`config.mk`:
```
export PLATFORM = sky130hd
export DESIGN_NAME = pe_conv_mac_buffer_in_slicer_flat
export DESIGN_NICKNAME = d
export VERILOG_FILES = /design/src/rtl/pe_conv_mac_buffer_in_slicer_if.sv /design/src/rtl/pe_conv_mac_buffer_in_slicer.sv /design/src/flat_wrapper.sv
export SDC_FILE = /design/constraint.sdc
export NUM_CORES = 1
export LEC_CHECK = 0
export CAP_MARGIN = 20
export CORE_AREA = 3 3 190 192
export CTS_CLUSTER_DIAMETER = 40
export CTS_CLUSTER_SIZE = 40
export DETAILED_ROUTE_END_ITERATION = 6
export DIE_AREA = 0 0 193 195
export GPL_TIMING_DRIVEN = 0
export MAX_ROUTING_LAYER = met4
export PLACE_DENSITY = 0.66
export SLEW_MARGIN = 25
export SYNTH_ARGS = -nofsm -noshare
export SYNTH_HDL_FRONTEND = slang
export SYNTH_SLANG_ARGS = --single-unit
```
`constraint.sdc`:
```
create_clock -name clk -period 2.3 [get_ports clk]
set_input_delay 0.575 -clock clk [delete_from_list [all_inputs] [get_ports clk]]
set_output_delay 0.575 -clock clk [all_outputs]
set_load 0.02 [all_outputs]
```
`src/rtl/pe_conv_mac_buffer_in_slicer_if.sv`:
```
// Handshake bundle for the conv MAC input slicer: full-vector load side plus slice stream side.
// master = vector source / slice consumer, slave = the slicer itself.
interface pe_conv_mac_buffer_in_slicer_if #(
  parameter int pDATA_WIDTH     = 8,
  parameter int pIN_CHANNEL     = 32,
  parameter int pINPUT_PARALLEL = 8
);
  localparam int NUM_SLICE = pIN_CHANNEL / pINPUT_PARALLEL;
  localparam int IDX_W     = (NUM_SLICE > 1) ? $clog2(NUM_SLICE) : 1;

  logic                                   in_valid;
  logic                                   in_ready;
  logic [pDATA_WIDTH*pIN_CHANNEL-1:0]     data_in;
  logic                                   out_valid;
  logic                                   out_ready;
  logic [pDATA_WIDTH*pINPUT_PARALLEL-1:0] data_out;
  logic [IDX_W-1:0]                       slice_idx;
  logic                                   last;
  logic                                   busy;

  modport master (
    output in_valid, data_in, out_ready,
    input  in_ready, out_valid, data_out, slice_idx, last, busy
  );

  modport slave (
    input  in_valid, data_in, out_ready,
    output in_ready, out_valid, data_out, slice_idx, last, busy
  );
endinterface

```
`src/rtl/pe_conv_mac_buffer_in_slicer.sv`:
```
// Takes one packed channel vector and streams it out as NUM_SLICE narrower slices in channel order.
// Define PE_BUF_IN_PREFETCH_EN to add a pending-vector register that removes the inter-vector bubble.
module pe_conv_mac_buffer_in_slicer #(
  parameter int pDATA_WIDTH     = 8,
  parameter int pIN_CHANNEL     = 32,
  parameter int pINPUT_PARALLEL = 8
) (
  input  logic                            clk,
  input  logic                            rst,
  pe_conv_mac_buffer_in_slicer_if.slave   bus
);
  localparam int NUM_SLICE = pIN_CHANNEL / pINPUT_PARALLEL;
  localparam int IDX_W     = (NUM_SLICE > 1) ? $clog2(NUM_SLICE) : 1;
  localparam int SLICE_W   = pDATA_WIDTH * pINPUT_PARALLEL;
  localparam int VEC_W     = pDATA_WIDTH * pIN_CHANNEL;
  localparam int MUX_N     = 2 ** IDX_W;
  localparam logic [IDX_W-1:0] LAST_IDX = IDX_W'(NUM_SLICE - 1);

  localparam logic [0:0] ST_IDLE   = 1'b0;
  localparam logic [0:0] ST_STREAM = 1'b1;

  logic [0:0]       r_state, w_state_next;
  logic [VEC_W-1:0] r_vec, w_vec_next;
  logic [IDX_W-1:0] r_idx, w_idx_next;
  logic             r_in_ready, w_in_ready_next;
  logic             w_out_valid, w_load, w_take, w_wrap;
  logic [SLICE_W-1:0] w_slice [MUX_N];

`ifdef PE_BUF_IN_PREFETCH_EN
  logic [VEC_W-1:0] r_pend, w_pend_next;
  logic             r_pend_valid, w_pend_valid_next;
`endif

  // Mux table padded to a power of two so any idx value selects a defined entry.
  genvar gi;
  generate
    for (gi = 0; gi < MUX_N; gi++) begin : g_slice
      if (gi < NUM_SLICE) begin : g_real
        assign w_slice[gi] = r_vec[gi*SLICE_W +: SLICE_W];
      end else begin : g_pad
        assign w_slice[gi] = '0;
      end
    end
  endgenerate

  assign w_out_valid = (r_state == ST_STREAM);
  assign w_load      = bus.in_valid && r_in_ready;
  assign w_take      = w_out_valid && bus.out_ready;
  assign w_wrap      = w_take && (r_idx == LAST_IDX);

  always_comb begin
    w_state_next = r_state;
    w_vec_next   = r_vec;
    w_idx_next   = r_idx;
`ifdef PE_BUF_IN_PREFETCH_EN
    w_pend_next       = r_pend;
    w_pend_valid_next = r_pend_valid;
`endif
    if (r_state == ST_IDLE) begin
      if (w_load) begin
        w_vec_next   = bus.data_in;
        w_idx_next   = '0;
        w_state_next = ST_STREAM;
      end
    end else begin
      if (w_take && !w_wrap) begin
        w_idx_next = r_idx + 1'b1;
      end else if (w_wrap) begin
        w_idx_next = '0;
`ifdef PE_BUF_IN_PREFETCH_EN
        // A load can only coincide with the wrap when the pending slot is empty.
        if (r_pend_valid) begin
          w_vec_next        = r_pend;
          w_pend_valid_next = 1'b0;
        end else if (w_load) begin
          w_vec_next = bus.data_in;
        end else begin
          w_state_next = ST_IDLE;
        end
`else
        w_state_next = ST_IDLE;
`endif
      end
`ifdef PE_BUF_IN_PREFETCH_EN
      if (w_load && !w_wrap) begin
        w_pend_next       = bus.data_in;
        w_pend_valid_next = 1'b1;
      end
`endif
    end
  end

`ifdef PE_BUF_IN_PREFETCH_EN
  assign w_in_ready_next = !w_pend_valid_next;
`else
  assign w_in_ready_next = (w_state_next == ST_IDLE);
`endif

  always_ff @(posedge clk or negedge rst) begin
    if (!rst) begin
      r_state    <= ST_IDLE;
      r_vec      <= '0;
      r_idx      <= '0;
      r_in_ready <= 1'b0;
`ifdef PE_BUF_IN_PREFETCH_EN
      r_pend       <= '0;
      r_pend_valid <= 1'b0;
`endif
    end else begin
      r_state    <= w_state_next;
      r_vec      <= w_vec_next;
      r_idx      <= w_idx_next;
      r_in_ready <= w_in_ready_next;
`ifdef PE_BUF_IN_PREFETCH_EN
      r_pend       <= w_pend_next;
      r_pend_valid <= w_pend_valid_next;
`endif
    end
  end

  assign bus.in_ready  = r_in_ready;
  assign bus.out_valid = w_out_valid;
  assign bus.data_out  = w_slice[r_idx];
  assign bus.slice_idx = r_idx;
  assign bus.last      = w_out_valid && (r_idx == LAST_IDX);
`ifdef PE_BUF_IN_PREFETCH_EN
  assign bus.busy      = w_out_valid || r_pend_valid;
`else
  assign bus.busy      = w_out_valid;
`endif
endmodule

```
`src/flat_wrapper.sv`:
```
// flat-port wrapper written by rule: the top's interface ports become plain ports
module pe_conv_mac_buffer_in_slicer_flat 
#(
  parameter int pDATA_WIDTH     = 8,
  parameter int pIN_CHANNEL     = 32,
  parameter int pINPUT_PARALLEL = 8
)
  (clk, rst, bus_in_valid, bus_data_in, bus_out_ready, bus_in_ready, bus_out_valid, bus_data_out, bus_slice_idx, bus_last, bus_busy);
  pe_conv_mac_buffer_in_slicer_if #(.pDATA_WIDTH(pDATA_WIDTH), .pIN_CHANNEL(pIN_CHANNEL), .pINPUT_PARALLEL(pINPUT_PARALLEL)) bus_i ();
  input  logic clk;
  input  logic rst;
  input wire logic [$bits(bus_i.in_valid)-1:0] bus_in_valid;
  input wire logic [$bits(bus_i.data_in)-1:0] bus_data_in;
  input wire logic [$bits(bus_i.out_ready)-1:0] bus_out_ready;
  output wire logic [$bits(bus_i.in_ready)-1:0] bus_in_ready;
  output wire logic [$bits(bus_i.out_valid)-1:0] bus_out_valid;
  output wire logic [$bits(bus_i.data_out)-1:0] bus_data_out;
  output wire logic [$bits(bus_i.slice_idx)-1:0] bus_slice_idx;
  output wire logic [$bits(bus_i.last)-1:0] bus_last;
  output wire logic [$bits(bus_i.busy)-1:0] bus_busy;
  assign bus_i.in_valid = bus_in_valid;
  assign bus_i.data_in = bus_data_in;
  assign bus_i.out_ready = bus_out_ready;
  assign bus_in_ready = bus_i.in_ready;
  assign bus_out_valid = bus_i.out_valid;
  assign bus_data_out = bus_i.data_out;
  assign bus_slice_idx = bus_i.slice_idx;
  assign bus_last = bus_i.last;
  assign bus_busy = bus_i.busy;
  pe_conv_mac_buffer_in_slicer #(.pDATA_WIDTH(pDATA_WIDTH), .pIN_CHANNEL(pIN_CHANNEL), .pINPUT_PARALLEL(pINPUT_PARALLEL)) u_core (.clk(clk), .rst(rst), .bus(bus_i));
endmodule
```
After elaboration in Yosys (flattened, before gate mapping)
Index checks and enable logic that the tools add are counted.

word-level totals
  bits in latches = 0
  input port bits = 260
  RAM bits = 0
  memory bits (read-only) = 0
  memories kept = 0
  logic and storage cells = 31
  register bits after elaboration = 260
  output and inout port bits = 70

operators by class
  multipliers = 0
  div/mod/pow operators = 0
  reductions and logical operators = 9
  eq/ne operators = 2
  muxes and demuxes = 11
  $add $sub $neg = 1
  magnitude comparators = 1
  bitwise gates (word level) = 3
  shift-type cells = 0

operator list
  operator                                      count
  binary-select mux 64 bit (select 2 bit)       1
  2-to-1 mux 64 bit                             2
  2-to-1 mux 2 bit                              4
  logical AND 1 bit                             5
  2-to-1 mux 1 bit                              4
  AND reduction 2 bit                           2
  >= comparator 3 bit (second input constant)   1
  != test 3 bit (second input constant)         1
  NOT 2 -> 3 bit                                1
  adder 2 x 1 -> 2 bit (second input constant)  1
  == test 2 bit (second input constant)         1
  NOT 1 bit                                     2
  nonzero test 2 bit                            1
  zero test 1 bit                               1

Longest topological paths before layout
  depth after elaboration = 7
  gate-level depth with buffers = 5

Worst setup path after synthesis
OpenSTA, ideal clock, no wires.

  path type = register to output
  from = register u_core.r_idx[0], in the netlist u_core.bus.slice_idx[0]
  to = output bus_data_out[15]
  arrival = 1.607 ns
  required time = 1.725 ns
  setup slack = 0.118 ns
  stages on the path, launching flop included = 4
  cells stage by stage = dfrtp_1 > buf_2 > buf_4 > mux4_2

between the ends
  cells in the longest elaborated chain, start to end = 4

RTL lines
  item                                                   line                                 RTL
  from (decl)                                            pe_conv_mac_buffer_in_slicer.sv:24   logic [IDX_W-1:0] r_idx, w_idx_next;
  from (signal assigned)                                 pe_conv_mac_buffer_in_slicer.sv:112  r_idx <= w_idx_next;
  NOT 2 -> 3 bit (not written as such)                   pe_conv_mac_buffer_in_slicer.sv:123  assign bus.data_out = w_slice[r_idx];
  binary-select mux 64 bit (select 2 bit)                pe_conv_mac_buffer_in_slicer.sv:123
  2-to-1 mux 64 bit (not written as such) (2 in series)  pe_conv_mac_buffer_in_slicer.sv:123
  to (decl)                                              flat_wrapper.sv:17                   output wire logic [$bits(bus_i.data_out)-1:0] bus_data_out;

Every way passes these cells. The select of a mux whose other input is x is not followed.

Worst setup path after layout
  from = register u_core.r_idx[0], in the netlist u_core.bus.slice_idx[0]
  to = output bus_data_out[60]

Same word-level chain as after synthesis.

==> metrics <==
DR DRC count 0; NetSw 8.48 mW; port bufs about 330; via/cell ratio roughly 4.7; post-synth top area cell dfrtp_1; post-synthesis sequential area ratio 53.9%; Worst VDD drop 0.000964 V; WS Path Type flip-flop to primary output; final period utilization 112%; met2 usage 27.9%; setup ws final -271 ps; most common cell after layout, fill and taps aside clkdlybuf4s50_1; fillcell total approximately 2,900; Clock Latency Late Sink between 500 and 600 ps; full die area 37,600 um^2; Flop pwr share 29.8%; Logic pwr share between 40% and 50%; met1 Usage GRT roughly 23%; via count of the routed design between 7,000 and 8,000; Clock Tree Root clkbuf_16; P_int around 19 mW; met3 Use GR under 10%; Post-Syn Instances around 640; fmax just under 0.4 GHz; Total GRT Usage approximately 18%; post-detail-place hpwl 23,100 um; Synth top area share roughly 54%; Worst Tran Pin Value about 500 ps; critical path data arrival time approximately 2000 ps; synth-to-layout area growth 48.5%; CTS sink count 260; Slew headroom between 60 and 70%; unrepaired setup endpoints after global routing yes; Initial DRC Count between 150 and 200; clock power share a little over a quarter; Power Dens Cells around 1500 nW/um^2; synth top area cells dfrtp_1 (54%), mux2_4 (25%), mux4_2 (12%), mux2_2 (5.2%), buf_6 (2.4%); die width 193 um; Final Hold Viols 0; TNS Setup -14,350 ps; CTS tree built; GRT overflow 0; RePlAce Congestion 0.747; first-pass iteration count of the detailed router 6; clock-pin transition on the worst setup and hold timing paths 50 ps; leakage 7.74 nW; minimum clock period ~2600 ps; DR WL/cell 21.8 um; synth unique cells 19; share of post-route cells with drive strength above 1 49.7%; #FFs+latches synth 260; syn_nets 897; final setup fails 64; maximum level of the CTS H-tree 2; Final Skew about 11 ps; Net Sw Frac a little under a third; ANT nets after route 0; required time of the critical path between 1500 and 2000 ps; dpl ws -721 ps; CP Max Fanout 7; initial antenna violation count 3; Worst setup EP type primary output; Die Height 195 um; outcome finished, violations left; TritonCTS buffer count between 40 and 50; # Max-Cap Violations 0; Mapped Area 12,100 um^2; placeable core region between 30,000 and 40,000 um^2; deepest clock path buffer count 3; failing checks negative setup slack; Final nets approximately 1,300; Initial Util a little over a third; max-slew violations 0; Synth Area per Inst between 15 and 20 um^2; Top Usage Layer GRT met2; Synth Warn # 0; largest net degree at the start of global routing 76; # rows 68; final wirelength ~33,000 um; IO Pins 330; Min-Delay Path Class flip-flop to flip-flop; most frequent cells in the layout clkdlybuf4s50_1 (259), dfrtp_1 (258), mux2_4 (200), buf_6 (68), mux4_2 (64); CP startpoint kind flip-flop; global-route wire length before repair slightly above 50,000 um; vias in the first global route between 8,000 and 9,000
[Yosys cell counts]
library cell	count
ha_1	1
and4b_1	1
a31o_2	2
nand2_1	2
clkbuf_1	3
a21oi_1	1
nand3b_1	1
mux4_2	64
and2_1	1
buf_2	7
mux2_4	200
a21o_1	1
buf_6	26
buf_4	5
and3b_1	1
buf_1	3
mux2_2	56
nor4bb_1	1
dfrtp_1	260
[power groups by stage]
stage                     clock network (mW)  registers (mW)  logic (mW)
after global routing                    7.77            8.54        12.7
final                                   7.37            8.23        12.0
after global placement                     0            8.23        11.8
after detailed placement                   0            8.27        11.9
after CTS                               7.55            8.25        11.7
after floorplan                            0            7.81        7.98
[layout make-up]
class,count,area (um^2),area share (%)
repair buffers,343,3420,19.1
diodes,3,7.51,0.0419
clock buffers,62,1350,7.51
multi-input cells,332,5170,28.9
plain buffers,44,526,2.93
clock inverters,26,364,2.03
flip-flops and latches,260,6510,36.3
well taps,455,569,3.18
[through the flow]
stage	hold slack, ps	util (%)	std cells	instance area (um^2)	power [mW]
global placement	485	46.1	1420	15900	20.0
CTS	503	51.3	1518	17700	27.5
finish	500	51.9	1525	17900	27.6
global route	510	51.9	1525	17900	29.0
detailed placement	488	46.4	1423	16000	20.1
floorplan	279	-	636	12100	15.8
[metal layers]
layer / vias up / wire length (um)
met3: 49 / 2830
met4: 0 / 544
met1: 3672 / 14300
li1: 3196 / -
met2: 258 / 15600
met5: - / 0
[path summary, 6_finish.rpt]
check,start,to,slack [ps],cells after the start
max,u_core.bus.slice_idx[0],bus_data_out[60],-270,5
min,u_core.r_vec[220],u_core.r_vec[220],500,1
max reg2reg,u_core.bus.busy,u_core.r_vec[56],550,5
min reg2reg,u_core.r_vec[220],u_core.r_vec[220],500,1
max in group asynchronous,rst,u_core.r_vec[166],620,4
min in group asynchronous,rst,u_core.r_vec[2],570,2
[cells by family (layout without fill, tap and decap cells)]
group / after synthesis / in the layout / share of synthesized area (%)
flip-flops: 260 / 260 / 53.9
AND/OR/NAND/NOR: 7 / 7 / 0.415
other: 0 / 3 / 0
adder cells (fa/ha/maj): 1 / 1 / 0.104
multiplexers: 320 / 320 / 42.1
buffers and inverters: 44 / 475 / 3.22
AO/OA/AOI/OAI: 4 / 4 / 0.249
[registers in the layout, indices dropped and copies added, names as in the netlist]
signal and count:
u_core.bus.busy 1, u_core.r_vec 256, u_core.bus.in_ready 1, u_core.bus.slice_idx 2
[worst max-delay path, stage by stage, from the launching register on]
cell and delay [ps]:
dfrtp_2 420, buf_6 140, buf_12 130, buf_12 110
mux4_2 510, buf_6 150
[repair_timing]
action,CTS,global route
pin swaps,0,0
gates cloned,0,0
setup buffers,6,4
hold buffers,1,0
hold endpoints to repair,58,0
endpoints found under the setup margin,68,67
resized for setup,353,45
Power figures use the tool's default switching activity.
